--- src/rtl/reg_encoder4_2.sv ---
// Sequential 4-to-2 register-number encoder: latches a register-select mask and
// emits one binary index per set bit, lowest first. Optional ZERO_ERR_EN adds zero_err.
module reg_encoder4_2 (
  input  logic       clk,
  input  logic       rst,
  input  logic       in_valid,
  output logic       in_ready,
  input  logic [3:0] reg_no,
  output logic       out_valid,
  input  logic       out_ready,
  output logic [1:0] register,
  output logic       out_last
`ifdef ZERO_ERR_EN
  ,
  output logic       zero_err
`endif
);

  typedef enum logic {IDLE, ISSUE} state_t;

  state_t     state_reg, state_next;
  logic [3:0] pend_reg, pend_next;
  logic [3:0] low_onehot;
  logic [1:0] low_idx;
  logic       single_bit;
  logic       in_fire;

  // Isolate the lowest set bit; clearing it retires the index just issued.
  assign low_onehot = pend_reg & (~pend_reg + 4'd1);
  assign single_bit = (pend_reg != 4'd0) && ((pend_reg & (pend_reg - 4'd1)) == 4'd0);

  always_comb begin
    low_idx = 2'd0;
    casez (pend_reg)
      4'b???1: low_idx = 2'd0;
      4'b??10: low_idx = 2'd1;
      4'b?100: low_idx = 2'd2;
      4'b1000: low_idx = 2'd3;
      default: low_idx = 2'd0;
    endcase
  end

  assign in_ready  = (state_reg == IDLE) && !rst;
  assign out_valid = (state_reg == ISSUE);
  assign register  = out_valid ? low_idx : 2'd0;
  assign out_last  = out_valid && single_bit;
  assign in_fire   = in_valid && in_ready;

  always_comb begin
    state_next = state_reg;
    pend_next  = pend_reg;
    case (state_reg)
      IDLE: begin
        if (in_fire && (reg_no != 4'd0)) begin
          pend_next  = reg_no;
          state_next = ISSUE;
        end
      end
      ISSUE: begin
        if (out_ready) begin
          pend_next = pend_reg & ~low_onehot;
          if (single_bit) state_next = IDLE;
        end
      end
      default: begin
        state_next = IDLE;
        pend_next  = 4'd0;
      end
    endcase
  end

  always_ff @(posedge clk) begin
    if (rst) begin
      state_reg <= IDLE;
      pend_reg  <= 4'd0;
    end else begin
      state_reg <= state_next;
      pend_reg  <= pend_next;
    end
  end

`ifdef ZERO_ERR_EN
  logic zero_err_reg;

  // Pulse for one cycle after an empty mask is consumed.
  always_ff @(posedge clk) begin
    if (rst) begin
      zero_err_reg <= 1'b0;
    end else begin
      zero_err_reg <= in_fire && (reg_no == 4'd0);
    end
  end

  assign zero_err = zero_err_reg;
`endif

endmodule

--- config.mk ---
export PLATFORM = sky130hd
export DESIGN_NAME = reg_encoder4_2
export DESIGN_NICKNAME = d
export VERILOG_FILES = /design/src/rtl/reg_encoder4_2.sv
export SDC_FILE = /design/constraint.sdc
export NUM_CORES = 1
export LEC_CHECK = 0
export BUFFER_PORTS_ARGS = -buffer_cell sky130_fd_sc_hd__buf_4
export CAP_MARGIN = 10
export CELL_PAD_IN_SITES_DETAIL_PLACEMENT = 1
export CELL_PAD_IN_SITES_GLOBAL_PLACEMENT = 2
export CORE_MARGIN = 5
export CORE_UTILIZATION = 27
export DETAILED_ROUTE_END_ITERATION = 6
export PLACE_DENSITY = 0.74
export SETUP_SLACK_MARGIN = 0.02
export SLEW_MARGIN = 10
export SYNTH_ARGS = -nofsm -noshare
export SYNTH_HDL_FRONTEND = slang
export SYNTH_SLANG_ARGS = --single-unit
--- constraint.sdc ---
create_clock -name clk -period 3.43 [get_ports clk]
set_input_delay 0.1715 -clock clk [delete_from_list [all_inputs] [get_ports clk]]
set_output_delay 0.1715 -clock clk [all_outputs]
set_load 0.03 [all_outputs]
Yosys cells after proc, flatten, opt, wreduce, memory -nomap -nowiden:

Index checks and enable logic that the tools add are counted.

* output and inout port bits: 5
* input port bits: 8
* bits in latches: 0
* bits in writable memories: 0
* memories: 0
* word-level logic and storage cells: 34
* flip-flop bits (word level): 5
* bits in read-only memories: 0

* shift-type cells: 0
* magnitude comparators: 0
* add/sub/neg operators: 2
* div/mod/pow operators: 0
* multiplexer cells: 9
* multipliers: 0
* reductions and logical operators: 10
* equality and inequality tests: 5
* bitwise operators: 6

Operators with widths (number)
* bitwise AND 4 bit: 3
* two-way mux 4 bit: 2
* inverter 4 bit: 2
* case mux 4 bit (2 select lines): 1
* nonzero test 4 bit: 2
* case mux 2 bit (3 select lines): 1
* logical AND 1 bit: 5
* adder 4 x 1 -> 4 bit (second input constant): 1
* equality test 4 bit (second input constant): 1
* logical NOT 4 bit: 1
* subtractor 4 x 1 -> 4 bit (second input constant): 1
* equality test 3 bit (second input constant): 1
* two-way mux 1 bit: 3
* equality test 2 bit (second input constant): 1
* two-way mux 2 bit: 1
* != test 2 x 1 -> 1 bit (second input constant): 1
* != test 2 bit (second input constant): 1
* case mux 1 bit (2 select lines): 1
* AND reduction 2 bit: 1
* logical NOT 1 bit: 1
* inverter 1 bit: 1

Logic depth before layout (Yosys ltp):

Gate-level depths: netlist of the first run.

* depth in word-level cells: 7
* mapped depth: 5

Worst setup path after synthesis of the first run:

No wires, ideal clock.

* path kind: register to output
* from: reg state_reg (netlist: out_valid)
* to: out register[0]
* data arrival time: 1589 ps
* cell stages (with the launch flop): 3
* data required time: 3259 ps
* path slack: 1670 ps
* cell sequence: dfxtp_1 -> buf_2 -> nor3b_1

* cells in the longest elaborated chain, start to end: 1

RTL lines
* from (decl): RTL line 21 `state_t state_reg, state_next;`
* from (signal assigned): RTL line 77 `state_reg <= state_next;`
* two-way mux 2 bit: RTL line 45 `assign register = out_valid ? low_idx : 2'd0;`
* to (decl): RTL line 11 `output logic [1:0] register,`

No other way between the ends.

Worst setup path after layout of the first run:

* from: reg pend_reg[2]
* to: out out_last

* cells in the longest elaborated chain, start to end: 5
* elaborated cells on any way between the ends: 6

RTL lines
* from (decl): RTL line 22 `logic [3:0] pend_reg, pend_next;`
* from (signal assigned): RTL line 78 `pend_reg <= pend_next;`
* subtractor 4 x 1 -> 4 bit: RTL line 30 `assign single_bit = (pend_reg != 4'd0) && ((pend_reg & (pend_reg - 4'd1)) == 4'd0);`
* bitwise AND 4 bit: RTL line 30
* logical NOT 4 bit: RTL line 30
* logical AND 1 bit *: RTL line 30
* logical AND 1 bit *: RTL line 46 `assign out_last = out_valid && single_bit;`
* to (decl): RTL line 12 `output logic out_last`

Mark *: on every way between the ends. The rest lies on a longest branch, timed or not.

==> impl_metrics.py, run 1 <==
metrics = {
    "run_status": {
        "status": "complete, no violations",
    },
    "routing": {
        "drtIter0Drc": 5,
        "ant_nets": 0,
        "viasPerCell": 5.10,
        "routed_wl_um": 1040,
        "dr.pass1.iters": 4,
        "wl_per_cell_um": 14.8,
        "vias": 357,
        "drc": 0,
    },
    "sta": {
        "fin_skew_ns": 0.00451,
        "final.setup.worst_slack_ns": 1.83,
        "tightest_slew_ns": 0.516,
        "setup_viol": 0,
        "fin_crit_ns": 1.60,
        "setup_tns_ns": 0,
        "period_share_pct": 46.7,
        "rsz0062_at_grt": "no",
        "hold_viol": 0,
        "slew_viol_final": 0,
        "slew_headroom_pct": 65.6,
        "fmax_ghz": 0.624,
        "holdWs_ns": 0.128,
    },
    "global_route": {
        "antenna_found_initial": 0,
        "grt_pass1_vias": 380,
        "grt_pass1_wl_um": 1730,
        "overflow": 0,
        "grt.total_usage_pct": 11.6,
        "grt_max_degree": 15,
    },
    "cts": {
        "cts_max_path_buffers": 2,
        "cts_root_buffer": "clkbuf_4",
        "post_cts_buffers": 0,
        "htree_num_levels": 1,
        "clk_pin_slew_ns": 0.05,
        "cts_resized": 0,
        "ctsHoldBuffers": 0,
        "cts_made_buffers": 3,
        "clock-sinks": 5,
        "cts_tree": "built",
        "clock_latency_ns": 0.25,
    },
    "cells_and_area": {
        "drive_above_1_share_pct": 32.7,
        "antenna_cells": 0,
        "largest_register_ffs": 4,
        "stdcell_count": 70,
        "finalCoreUtilization_pct": 38.1,
        "design_area_um2": 489,
        "syn2layout_area_growth_pct": 34.4,
        "fin_nets": 64,
    },
    "floorplanning": {
        "rows": 13,
        "die_area_mm2": 0.00218,
        "fp.dieW_um": 46.7,
        "core_region_area_mm2": 0.00128,
        "start_util_pct": 28.3,
        "fp.dieH_um": 46.7,
        "io_pins": 13,
    },
    "setup_path": {
        "cp_top_family": "flip-flops",
        "worstPathArrival_ns": 1.43,
        "cpPeakStageDelay_ns": 0.47,
        "path_class": "reg2out",
        "start_kind": "register",
        "crit_path_top_delay_cell": "dfxtp_1",
        "path_cells": "xnor2_1 -> o31ai_1 -> and2_1 -> buf_4",
        "worst_setup_path_end_kind": "output pin",
        "cp_num_buf_inv": 1,
        "worst-endpoint-required_ns": 3.26,
        "crit_path_max_fanout": 7,
    },
    "yosys": {
        "async_flop_share_pct": 0,
        "yosysTopAreaCell": "dfxtp_1",
        "synth_cell_types": 26,
        "synth.ff_latch_count": 5,
        "syn-cell-area_um2": 364,
        "synth_top_area_share_pct": 27.5,
        "post_synth.cell_area_avg_um2": 8.88,
        "synth_area_leaders": "dfxtp_1 27%, o41ai_4 7.6%, nor4_4 5.8%",
        "ys.flop_type": "dfxtp_1",
        "syn-num-nets": 49,
        "syn-instance-count": 41,
        "seq_area_frac_synth_pct": 27.5,
        "ys_warn_count": 0,
        "synth-edff-count": 0,
        "synth.top_cells.by_count": "5 x dfxtp_1, 5 x nor2_1, 4 x inv_1",
    },
    "power_and_ir_drop": {
        "power.density_mw_per_mm2": 503,
        "p_leak_nw": 0.226,
        "ir_worst_vdd_uv": 223,
        "total_power_mw": 0.246,
    },
    "placed_design": {
        "place_area_um2": 463,
        "post-place-ws_ns": 1.98,
        "dp_hpwl_um": 817,
        "dpl.cell_count": 66,
        "gp_congestion": 0.762,
        "port_buffers": 12,
    },
    "flow_run": {
        "cap_violations": 0,
    },
    "min_path": {
        "hold_class": "in2reg",
    },
}
==> path summary, 6_finish.rpt <==
| check | start | end | slack (ns) | depth (start not counted) |
|---|---|---|---|---|
| hold / removal | out_ready | out_valid$_SDFF_PP0_ | 0.13 | 2 |
| hold reg to reg | pend_reg[3]$_SDFFE_PP0P_ | pend_reg[3]$_SDFFE_PP0P_ | 0.60 | 2 |
| setup reg to reg | out_valid$_SDFF_PP0_ | pend_reg[2]$_SDFFE_PP0P_ | 1.98 | 3 |
| setup / recovery | pend_reg[2]$_SDFFE_PP0P_ | out_last | 1.83 | 4 |
==> metal layers <==
| metal | wire [µm] | GRT usage (%) | vias to the layer above |
|---|---|---|---|
| met5 | 0 | 0 | - |
| met4 | 25 | 8.29 | 0 |
| met3 | 57 | 4.30 | 3 |
| met2 | 518 | 18.4 | 9 |
| met1 | 434 | 12.6 | 169 |
| li1 | - | - | 176 |
==> layout make-up <==
| type | count | area [µm²] |
|---|---|---|
| multi-input combinational | 30 | 239 |
| sequential | 5 | 100 |
| tap | 15 | 18.8 |
| timing repair buffer | 12 | 90.1 |
| inverter | 4 | 15.0 |
| clock buffer | 4 | 26.3 |
| fill | 162 | 796 |
==> cells by family after synthesis <==
kind of cell	count (synthesis)	share of synthesized area (%)
XOR/XNOR	1	2.41
buffers and inverters	6	6.87
flip-flops	5	27.5
AND/OR/NAND/NOR	16	27.8
multiplexers	3	8.59
AO/OA/AOI/OAI	10	26.8
==> power breakdown <==
part | switching [mW] | internal, mW | total, mW
logic | 0.0464 | 0.0407 | 0.0871
clock network | 0.0270 | 0.0442 | 0.0712
registers | 0.0207 | 0.0668 | 0.0876
total | 0.0941 | 0.152 | 0.246
==> cell usage in the layout (no fill, tap or decap), types with 2 or more instances in the layout <==
master,n
clkbuf_4,3
nor2_1,5
a31oi_1,2
o211a_1,2
dfxtp_1,5
nand2_1,2
buf_4,12
mux2i_1,2
inv_1,4
No activity file was read; power rests on OpenSTA's default activity.
==> inputs of run 2 (changes only) <==
--- a/config.mk
+++ b/config.mk
@@ -10,9 +10,9 @@
 export CELL_PAD_IN_SITES_DETAIL_PLACEMENT = 1
 export CELL_PAD_IN_SITES_GLOBAL_PLACEMENT = 2
 export CORE_MARGIN = 5
-export CORE_UTILIZATION = 27
+export CORE_UTILIZATION = 23
 export DETAILED_ROUTE_END_ITERATION = 6
-export PLACE_DENSITY = 0.74
+export PLACE_DENSITY = 0.67
 export SETUP_SLACK_MARGIN = 0.02
 export SLEW_MARGIN = 10
 export SYNTH_ARGS = -nofsm -noshare
==> constraint.sdc (replaced) <==
create_clock -name clk -period 1.4 [get_ports clk]
set_input_delay 0.07 -clock clk [delete_from_list [all_inputs] [get_ports clk]]
set_output_delay 0.07 -clock clk [all_outputs]
set_load 0.03 [all_outputs]
==> impl_metrics.py, run 2 (synthesized netlist as in run 1, its figures left out) <==
metrics = {
    "placed_design": {
        "port_buffers": 12,
        "dpl.cell_count": 70,
        "dp_hpwl_um": 876,
        "gp_congestion": 0.680,
    },
    "routing": {
        "wl_met2_um": 632,
        "met3_length_um": 57,
        "vias": 394,
        "drc": 0,
        "wl_per_cell_um": 15.1,
        "routed_wl_um": 1180,
        "wl_met1_um": 480,
        "viasPerCell": 5.05,
        "ant_nets": 0,
        "dr.max_layer_used": "met4",
        "dr.pass1.iters": 1,
        "drtIter0Drc": 0,
    },
    "cts": {
        "clk_pin_slew_ns": 0.05,
        "ctsHoldBuffers": 0,
        "cts_tree": "built",
        "cts_made_buffers": 3,
        "cts_root_buffer": "clkbuf_4",
        "htree_num_levels": 1,
        "clock_latency_ns": 0.25,
        "cts_max_path_buffers": 2,
        "clock-sinks": 5,
    },
    "power_and_ir_drop": {
        "total_power_mw": 0.691,
        "p_leak_nw": 0.274,
        "ir_worst_vdd_uv": 528,
        "power.density_mw_per_mm2": 1160,
    },
    "cells_and_area": {
        "multi_input_area_um2": 273,
        "antenna_cells": 0,
        "final_common_cell": "buf_4",
        "finalCoreUtilization_pct": 39.5,
        "fillerInstances": 176,
        "final_cell_mix": "18 x buf_4, 4 x nor2_1, 4 x inv_1",
        "drive_above_1_share_pct": 58.1,
        "syn2layout_area_growth_pct": 63.2,
        "fin_nets": 71,
        "stdcell_count": 78,
        "largest_register_ffs": 4,
        "ff_latch_area_um2": 114,
    },
    "floorplanning": {
        "fp.dieW_um": 49.8,
        "fp.dieH_um": 49.8,
        "io_pins": 13,
        "die_area_mm2": 0.00248,
        "start_util_pct": 24.2,
        "core_region_area_mm2": 0.00151,
        "rows": 14,
    },
    "global_route": {
        "grt_pass1_wl_um": 1970,
        "grt_pass1_vias": 421,
        "grt.total_usage_pct": 10.4,
        "antenna_found_initial": 0,
        "overflow": 0,
        "grt_max_degree": 9,
    },
    "sta": {
        "fin_skew_ns": 0.00326,
        "slew_viol_final": 0,
        "setup_viol": 0,
        "period_share_pct": 98.1,
        "fin_crit_ns": 1.37,
        "tightest_slew_ns": 0.402,
        "hold_viol": 0,
        "fmax_ghz": 0.728,
        "rsz0062_at_grt": "yes",
        "slew_headroom_pct": 73.1,
    },
    "setup_path": {
        "worst_setup_path_end_kind": "output pin",
        "worstPathArrival_ns": 1.30,
        "r2r_cells": 3,
        "path_class": "reg2out",
        "crit_path_max_fanout": 5,
        "r2r_slack_ns": 0.14,
        "rr_startpoint": "out_valid$_SDFF_PP0_",
        "r2r-end": "pend_reg[2]$_SDFFE_PP0P_",
        "start_kind": "register",
        "worst-endpoint-required_ns": 1.33,
    },
    "flow_run": {
        "cap_violations": 0,
    },
    "min_path": {
        "min_to": "out_valid$_SDFF_PP0_",
        "hold_start": "out_ready",
        "hold_class": "in2reg",
        "whs_path_depth": 2,
    },
    "run_status": {
        "status": "complete, no violations",
    },
}
-- run 2: power by group --
| part | internal, mW | leakage [nW] | switching (mW) |
|---|---|---|---|
| logic | 0.156 | 0.215 | 0.150 |
| clock network | 0.108 | 0.0150 | 0.0652 |
| registers | 0.169 | 0.0439 | 0.0423 |
| total | 0.433 | 0.274 | 0.257 |
-- run 2: routing by layer --
layer / up-vias / track usage (%)
li1: 194 / -
met3: 2 / 3.92
met4: 0 / 3.93
met1: 188 / 11.6
met5: - / 0
met2: 10 / 17.8
-- run 2: metrics by stage --
stage / hold slack [ns] / cell area [µm²] / TNS [ns] / worst slack [ns]
floorplan: 0.142 / 372 / 0 / 0.0230
global placement: 0.275 / 494 / 0 / 0.114
detailed placement: 0.301 / 494 / 0 / 0.0435
CTS: 0.0269 / 563 / 0 / 0.0134
global route: 0.0380 / 594 / -0.0244 / -0.0244
finish: 0.0238 / 594 / 0 / 0.0270
-- run 2: layout make-up --
class | instances | area share (%)
Multi-Input combinational cell | 30 | 45.9
Tap cell | 16 | 3.37
Sequential cell | 5 | 19.2
Clock buffer | 4 | 4.42
Timing Repair Buffer | 19 | 24.6
Inverter | 4 | 2.53
-- run 2: worst max path at each step --
stage	from	to	slack [ns]	depth (start not counted)
2_1_floorplan	out_valid$_SDFF_PP0_	pend_reg[0]$_SDFFE_PP0P_	0.02	3
3_3_place_gp	out_valid$_SDFF_PP0_	pend_reg[2]$_SDFFE_PP0P_	0.11	3
3_5_place_dp	out_valid$_SDFF_PP0_	pend_reg[2]$_SDFFE_PP0P_	0.04	3
4_1_cts	pend_reg[3]$_SDFFE_PP0P_	out_last	0.01	5
5_1_grt	pend_reg[3]$_SDFFE_PP0P_	out_last	-0.02	5
6_report	pend_reg[3]$_SDFFE_PP0P_	out_last	0.03	5
-- run 2: what timing repair did --
action	in CTS	in global routing
gates cloned	0	0
endpoints found under the setup margin	3	4
pin swaps	2	1
setup buffers	2	2
gates resized for setup	10	4
-- run 2: worst max-delay path, stage by stage (launching register included) --
cell and delay, ns:
dfxtp_4 0.36, nor4b_4 0.28, a21oi_2 0.05, o31ai_2 0.07
and2_1 0.17, buf_6 0.13
